File: config.mk
export PLATFORM = sky130hd
export DESIGN_NAME = anc_delay_line
export DESIGN_NICKNAME = d
export VERILOG_FILES = /design/src/rtl/anc_delay_pkg.sv /design/src/rtl/anc_delay_stage.sv /design/src/rtl/anc_delay_line.sv
export SDC_FILE = /design/constraint.sdc
export NUM_CORES = 1
export LEC_CHECK = 0
export CAP_MARGIN = 0
export CORE_ASPECT_RATIO = 1.25
export CORE_UTILIZATION = 50
export DETAILED_ROUTE_END_ITERATION = 10
export HOLD_SLACK_MARGIN = 0.15
export PLACE_DENSITY = 0.79
export SYNTH_ARGS = -nofsm -noshare
export SYNTH_HDL_FRONTEND = slang
export SYNTH_SLANG_ARGS = --single-unit
File: constraint.sdc
create_clock -name clk -period 27.5 [get_ports clk]
set_clock_uncertainty 0.15 [all_clocks]
set_input_delay 5.5 -clock clk [delete_from_list [all_inputs] [get_ports clk]]
set_output_delay 5.5 -clock clk [all_outputs]
set_load 0.03 [all_outputs]
File: src/rtl/anc_delay_pkg.sv
// anc_delay_pkg: shared sample type, default sizes and select-width helper for the ANC delay line
package anc_delay_pkg;

    localparam int ANC_SAMPLE_W          = 32;
    localparam int ANC_DELAY_MAX_DEFAULT = 16;

    typedef logic signed [ANC_SAMPLE_W-1:0] anc_sample_t;

    function automatic int anc_sel_w(input int max_depth);
        return $clog2(max_depth + 1);
    endfunction

endpackage

File: src/rtl/anc_delay_stage.sv
// anc_delay_stage: one sample register with async reset, sync clear and shift enable
module anc_delay_stage
    import anc_delay_pkg::*;
#(
    parameter int WIDTH = ANC_SAMPLE_W
) (
    input  logic             clk,
    input  logic             rst,
    input  logic             clr,
    input  logic             en,
    input  logic [WIDTH-1:0] d,
    output logic [WIDTH-1:0] q
);

    logic [WIDTH-1:0] data_d, data_q;

    // clear beats enable so a flush drops a coincident sample
    always_comb data_d = clr ? '0 : en ? d : data_q;

    // sample register
    always_ff @(posedge clk or posedge rst)
        if (rst) data_q <= '0;
        else     data_q <= data_d;

    assign q = data_q;

endmodule

File: src/rtl/anc_delay_line.sv
// anc_delay_line: runtime-selectable 0..MAX_DEPTH sample delay with primed tracking and flush
// Define ANC_DELAY_TAPS_EN to expose every storage register on taps_flat.
module anc_delay_line
    import anc_delay_pkg::*;
#(
    parameter int WIDTH     = ANC_SAMPLE_W,
    parameter int MAX_DEPTH = ANC_DELAY_MAX_DEFAULT,
    parameter int SEL_W     = anc_sel_w(MAX_DEPTH)
) (
    input  logic                    clk,
    input  logic                    rst,
    input  logic                    flush,
    input  logic                    in_valid,
    input  logic signed [WIDTH-1:0] in_data,
    input  logic [SEL_W-1:0]        delay_sel,
    output logic                    out_valid,
    output logic signed [WIDTH-1:0] out_data,
    output logic [SEL_W-1:0]        fill_cnt,
`ifdef ANC_DELAY_TAPS_EN
    output logic                    sel_err,
    output logic [MAX_DEPTH*WIDTH-1:0] taps_flat
`else
    output logic                    sel_err
`endif
);

    localparam logic [SEL_W-1:0] MAX_SEL = SEL_W'(MAX_DEPTH);

    logic [WIDTH-1:0] sr [MAX_DEPTH];
    logic [WIDTH-1:0] tap, out_data_d, out_data_q;
    logic [SEL_W-1:0] eff_sel, fill_cnt_d, fill_cnt_q;
    logic             over, out_valid_d, out_valid_q, sel_err_d, sel_err_q;

    for (genvar k = 0; k < MAX_DEPTH; k++) begin : g_stage
        if (k == 0) begin : g_head
            anc_delay_stage #(.WIDTH(WIDTH)) u_stage (
                .clk(clk), .rst(rst), .clr(flush), .en(in_valid), .d(in_data), .q(sr[k])
            );
        end else begin : g_tail
            anc_delay_stage #(.WIDTH(WIDTH)) u_stage (
                .clk(clk), .rst(rst), .clr(flush), .en(in_valid), .d(sr[k-1]), .q(sr[k])
            );
        end
`ifdef ANC_DELAY_TAPS_EN
        assign taps_flat[k*WIDTH +: WIDTH] = sr[k];
`endif
    end

    // pick the pre-shift tap for the clamped delay; zero delay passes the input straight through
    always_comb begin
        over = delay_sel > MAX_SEL;
        eff_sel = over ? MAX_SEL : delay_sel;
        tap = in_data;
        for (int k = 0; k < MAX_DEPTH; k++)
            if (eff_sel == SEL_W'(k + 1)) tap = sr[k];
    end

    // next output, fill level and error flag; flush wins over a coincident strobe
    always_comb begin
        out_data_d  = flush ? '0 : in_valid ? tap : out_data_q;
        out_valid_d = !flush && in_valid && (fill_cnt_q >= eff_sel);
        fill_cnt_d  = flush ? '0 : (in_valid && fill_cnt_q != MAX_SEL) ? fill_cnt_q + SEL_W'(1) : fill_cnt_q;
        sel_err_d   = sel_err_q | over;
    end

    // output and bookkeeping registers
    always_ff @(posedge clk or posedge rst)
        if (rst) begin
            out_data_q  <= '0;
            out_valid_q <= 1'b0;
            fill_cnt_q  <= '0;
            sel_err_q   <= 1'b0;
        end else begin
            out_data_q  <= out_data_d;
            out_valid_q <= out_valid_d;
            fill_cnt_q  <= fill_cnt_d;
            sel_err_q   <= sel_err_d;
        end

    assign out_data  = out_data_q;
    assign out_valid = out_valid_q;
    assign fill_cnt  = fill_cnt_q;
    assign sel_err   = sel_err_q;

endmodule
==> results of run 1 <==
power breakdown:
part	switching [mW]	internal, mW	total, mW
registers	0.00839	0.819	0.828
logic	0.119	0.0585	0.177
clock network	0.306	0.417	0.724
total	0.433	1.30	1.73
worst max path at each step:
stage	startpoint	endpoint	slack, ns	cells past startpoint
2_1_floorplan	rst	fill_cnt[0]	6.44	1
3_3_place_gp	in_valid	out_data[16]	17.58	8
3_5_place_dp	in_valid	out_data[16]	17.51	8
4_1_cts	in_valid	out_data[16]	18.12	8
5_1_grt	in_valid	out_data[31]	17.77	8
6_report	in_valid	out_data[5]	18.03	8
worst reg2reg max path: stages, from the launching register on:
cell and delay [ns]:
dfrtp_1 0.41, inv_1 0.18, ha_1 0.26, nand2b_1 0.14, a21o_1 0.18, a21o_1 0.17
a21o_1 0.18, a21oi_1 0.23, nor2_1 0.08
cells in the final DEF, fill, tap and decap left out, types with 8 or more instances in the layout:
cell type	netlist	final
a211oi_1	9	9
a21o_1	33	33
a21oi_1	193	193
a221oi_1	13	13
a22oi_1	27	27
a2bb2oi_1	14	14
a311oi_1	20	20
buf_4	0	36
clkbuf_1	131	10
clkbuf_16	0	53
clkbuf_8	0	14
clkdlybuf4s50_1	0	74
clkinv_2	0	8
dfrtp_1	551	551
inv_1	51	50
mux2i_1	529	529
nand2_1	70	70
nand2b_1	49	49
nand3_1	26	26
nor2_1	631	627
nor3_1	8	8
o211ai_1	24	24
o21ai_0	55	55
o21ai_1	18	18
o221ai_1	40	40
o22a_1	15	15
o22ai_1	55	55
routing by layer:
layer	vias up	routed length, um
met4	0	2472
li1	9592	-
met1	10960	32070
met5	-	0
met3	175	6109
met2	1039	34870
flip-flops by register name, summed over array words and instances (netlist names):
name,flops
g_stage.g_tail.u_stage.q,480
g_stage.g_head.u_stage.q,32
out_data,32
fill_cnt,5
out_valid,1
sel_err,1
kinds of logic (layout without fill, tap and decap cells):
logic type	Yosys count	after routing	synth area share
and+or+nand+nor	824	824	0.1242
AOI/OAI and AO/OA	567	567	0.1359
DFF	551	551	0.5019
muxes	529	529	0.1928
buffers and inverters	279	259	0.04040
adders and majority gates	7	7	0.003188
xor gates and xnor gates	5	5	0.001594
layout make-up:
cell class | count | area share
clock inverter | 14 | 0.005079
multi-input combinational | 1932 | 0.4164
tap | 727 | 0.03002
timing repair buffer | 115 | 0.03534
clock buffer | 77 | 0.05136
inverter | 53 | 0.006813
sequential | 551 | 0.4550
==> results.toml, run 1 <==
[global_route]
grt.met1_usage = 0.3844
grt_first_pass_wirelength_um = 119900
antenna_found_initial = 0
top_usage_layer = "met2"
grt-ovfl-total = 0
grt_pass1_vias = 21450
use_met2 = 0.4136
gr-usage-all-layers = 0.2705
grtUsageMet3 = 0.04410
grt_max_degree = 243

[finish]
diodes = 0
layout-drive-gt1-share = 0.05288
multiInputGateArea_um2 = 12620
fill_cells = 4530
regArea_um2 = 13790
area_growth_pct = 10.31
nets = 2751
utilization = 0.5615
design_area_um2 = 30300
finalNonFillerCells = 3469

[power]
powerDensity_nw_per_um2 = 57.04
leakage_nw = 14.54
power_mw = 1.729
vdd.ir_drop.worst_mv = 0.04652

[logic_synthesis]
syn-cell-area_um2 = 27470
ys_seq_area_frac = 0.5019
synth_edf_count = 0
syn_nets = 2810
ys_seq_elements = 551
async_flop_share = 1.000
ys_types = 74
ys.warnings.count = 0
yosys.area.top_type = "dfrtp_1"
avgSynthCellArea_um2 = 9.946
synthTopCellsByCount = "nor2_1 (631), dfrtp_1 (551), mux2i_1 (529), a21oi_1 (193), clkbuf_1 (131)"
synthDominantCellAreaShare = 0.5019
post-synth-top-count-cell = "nor2_1"
syn_inst = 2762
synthTopCellsByArea = "dfrtp_1 (50%), mux2i_1 (19%), nor2_1 (8.6%)"
ys.flop_type = "dfrtp_1"

[clock_network]
ctsHoldBuffers = 0
clkLatencyLatePin_ns = 0.59
max-clock-path-buffers = 3
cts_resized = 0
cts_sinks = 551
cts_made_buffers = 50
cts_setup_buffers = 0
clock-root-buffer = "clkbuf_16"
h-tree-depth = 2
clk_pin_slew_ns = 0.07
cts_tree = "done"

[sta]
finalSetupTns_ns = 0
hold_viol_final = 0
setup_slack_ns = 18.03
min_period_ns = 9.468
max_freq_ghz = 0.1056
rsz0062_at_grt = "false"
timing.slew.headroom = 0.06498
drv_slew = 0
finalSetupViolCount = 0
tightest_slew_ns = 1.399
hold_ws_ns = 0.3777
period_share = 0.3443

[placed_design]
place_congestion = 0.8513
numPlacedInstances = 3378
portBuffers = 79
dpl-instance-area_um2 = 28590
dp_hpwl_um = 45640
place_ws_ns = 17.51

[critical_path]
path_buf_inv = 4
setup.worst_path.end_class = "register"
crit_family = "buffers and inverters"
r2r_cells = 8
reg2reg_to = "out_valid"
max_stage_delay_ns = 0.99
worst_ep_arrival_time_ns = 9.84
crit_chain = "buf_8 > buf_4 > buf_4 > buf_4 > nand3_1 > a21oi_1 > a21oi_1 > nor2_1"
rrSetupSlack_ns = 25.40
crit_type = "input pin to register"
crit_path_top_delay_cell = "buf_4"
r2r-start = "fill_cnt[0]"
crit_top_cell = "buf_4"
crit_required_ns = 27.87
critPathLaunchType = "input pin"
path_max_fanout = 115

[status]
status = "finished clean"

[floorplanning]
io_pins = 80
coreArea_um2 = 53960
initial_core_util = 0.5090
die-area_um2 = 55890
chipHeight_um = 264.1
die_w_um = 211.6
row_count = 95

[detailed_routing]
drt_wl_total_um = 75520
drt-initial-drc-count = 2882
ant_nets = 0
num_vias = 21770
vias_per_cell = 6.274
wl_per_cell_um = 21.77
dr.pass1.iters = 8
drc = 0

[job]
max-cap-violations = 0

[min_path]
min_to = "g_stage[15].g_tail.u_stage.q[31]"
holdPathStages = 2
hp-class = "register to register"
hold_path.startpoint = "g_stage[15].g_tail.u_stage.q[31]"
Power figures use the tool's default switching activity.
==> run 2: changes to the inputs <==
- clock period: 27.5 -> 9.38 ns (I/O delays scaled with it)
==> results.toml, run 2 (same netlist as run 1, synthesis figures left out) <==
[sta]
tightest_slew_ns = 1.318
period_share = 0.5636
drv_slew = 0
finalSetupViolCount = 0
min_period_ns = 5.287
max_freq_ghz = 0.1892
setup_slack_ns = 4.093
timing.slew.headroom = 0.1194
hold_ws_ns = 0.3427
rsz0062_at_grt = "false"
hold_viol_final = 0

[finish]
regArea_um2 = 13790
largest_register_ff_count = 480
multiInputGateArea_um2 = 12610
layout-drive-gt1-share = 0.05367
diodes = 0
design_area_um2 = 30340
area_growth_pct = 10.45
layout_commonest_cell = "nor2_1"
layout_common_cells = "nor2_1 (626), dfrtp_1 (551), mux2i_1 (529), a21oi_1 (193), clkdlybuf4s50_1 (74)"
fill_cells = 4631
nets = 2746

[clock_network]
clk_pin_slew_ns = 0.06
cts_tree = "done"
cts_resized = 0
ctsHoldBuffers = 0
cts_made_buffers = 51
max-clock-path-buffers = 3
cts_setup_buffers = 0
clock-root-buffer = "clkbuf_16"
h-tree-depth = 2
clkLatencyLatePin_ns = 0.58
cts_sinks = 551

[critical_path]
rrSetupSlack_ns = 7.04
crit_path_top_delay_cell = "nand3_1"
path_max_fanout = 28
reg2reg_to = "out_valid"
crit_required_ns = 9.70
critPathLaunchType = "input pin"
setup.worst_path.end_class = "register"
worst_ep_arrival_time_ns = 5.60
r2r-start = "fill_cnt[0]"
crit_top_cell = "nand3_1"
crit_chain = "clkdlybuf4s50_1 > buf_4 > and2b_1 > nand3_1 > nand3_1 > nand4b_1 > a31oi_1 > nor2_1"
r2r_cells = 8
crit_type = "input pin to register"
max_stage_delay_ns = 1.09

[floorplanning]
chipHeight_um = 264.1
row_count = 95
die_w_um = 211.6
coreArea_um2 = 53960
io_pins = 80
die-area_um2 = 55890
initial_core_util = 0.5090

[detailed_routing]
vias_per_cell = 6.285
dr.pass1.iters = 8
drt-initial-drc-count = 2698
drc = 0
num_vias = 21780
ant_nets = 0
wl_per_cell_um = 22.25
drt_wl_total_um = 77130

[power]
vdd.ir_drop.worst_mv = 0.1186
leakage_nw = 14.56
powerDensity_nw_per_um2 = 167.8

[min_path]
holdPathStages = 1
hp-class = "register to register"
min_to = "sel_err"
hold_path.startpoint = "sel_err"

[placed_design]
place_congestion = 0.8994
dpl-instance-area_um2 = 28590
dp_hpwl_um = 48450
portBuffers = 79
place_ws_ns = 3.524

[global_route]
grt_first_pass_wirelength_um = 122500
grt_pass1_vias = 21300
gr-usage-all-layers = 0.2772
grt-ovfl-total = 0
antenna_found_initial = 0
grt_max_degree = 232

[status]
status = "finished clean"

[job]
max-cap-violations = 0
[run 2: metrics by stage]
step	cells	total power, mW	utilization	TNS (ns)
after floorplan	2762	2.817	-	-79.25
after global placement	3372	2.970	0.5298	0
after detailed placement	3372	2.978	0.5298	0
after CTS	3466	5.106	0.5622	0
after global routing	3466	5.242	0.5622	0
final	3466	5.092	0.5622	0
[run 2: worst max-delay path by stage]
stage          cells after the start      endpoint          from
2_1_floorplan                      1   fill_cnt[0]           rst
3_3_place_gp                       8  out_data[31]  delay_sel[2]
3_5_place_dp                       8  out_data[31]  delay_sel[2]
4_1_cts                            8  out_data[31]  delay_sel[2]
5_1_grt                            7  out_data[24]  delay_sel[0]
6_report                           8  out_data[31]  delay_sel[2]
[run 2: where the power goes]
part           internal, mW  leakage, nW  switching [mW]  total, mW
clock network          1.24        0.883           0.904       2.15
logic                 0.172         6.04           0.339      0.511
registers              2.40         7.64          0.0330       2.44
[run 2: worst max-delay path: cells and delay by family]
kind,cells,cell delay [ns]
compound gates,1,0.21
buf+inv,2,0.75
simple gates,5,2.76
[run 2: area by class of cell]
type,instances,area share
repair buffers,109,0.03547
clock buffers,79,0.05353
inverters,53,0.006681
clock inverters,15,0.004124
multi-input cells,1932,0.4158
well taps,727,0.02998
flip-flops and latches,551,0.4545
[run 2: layer usage]
metal	up-vias	share of wire	GRT usage	wire, um
met5	-	0	0	0
met4	0	0.036	0.1030	2773
met3	198	0.096	0.05944	7403
met2	1145	0.43	0.3994	33460
met1	10870	0.43	0.4089	33500
li1	9573	-	-	-
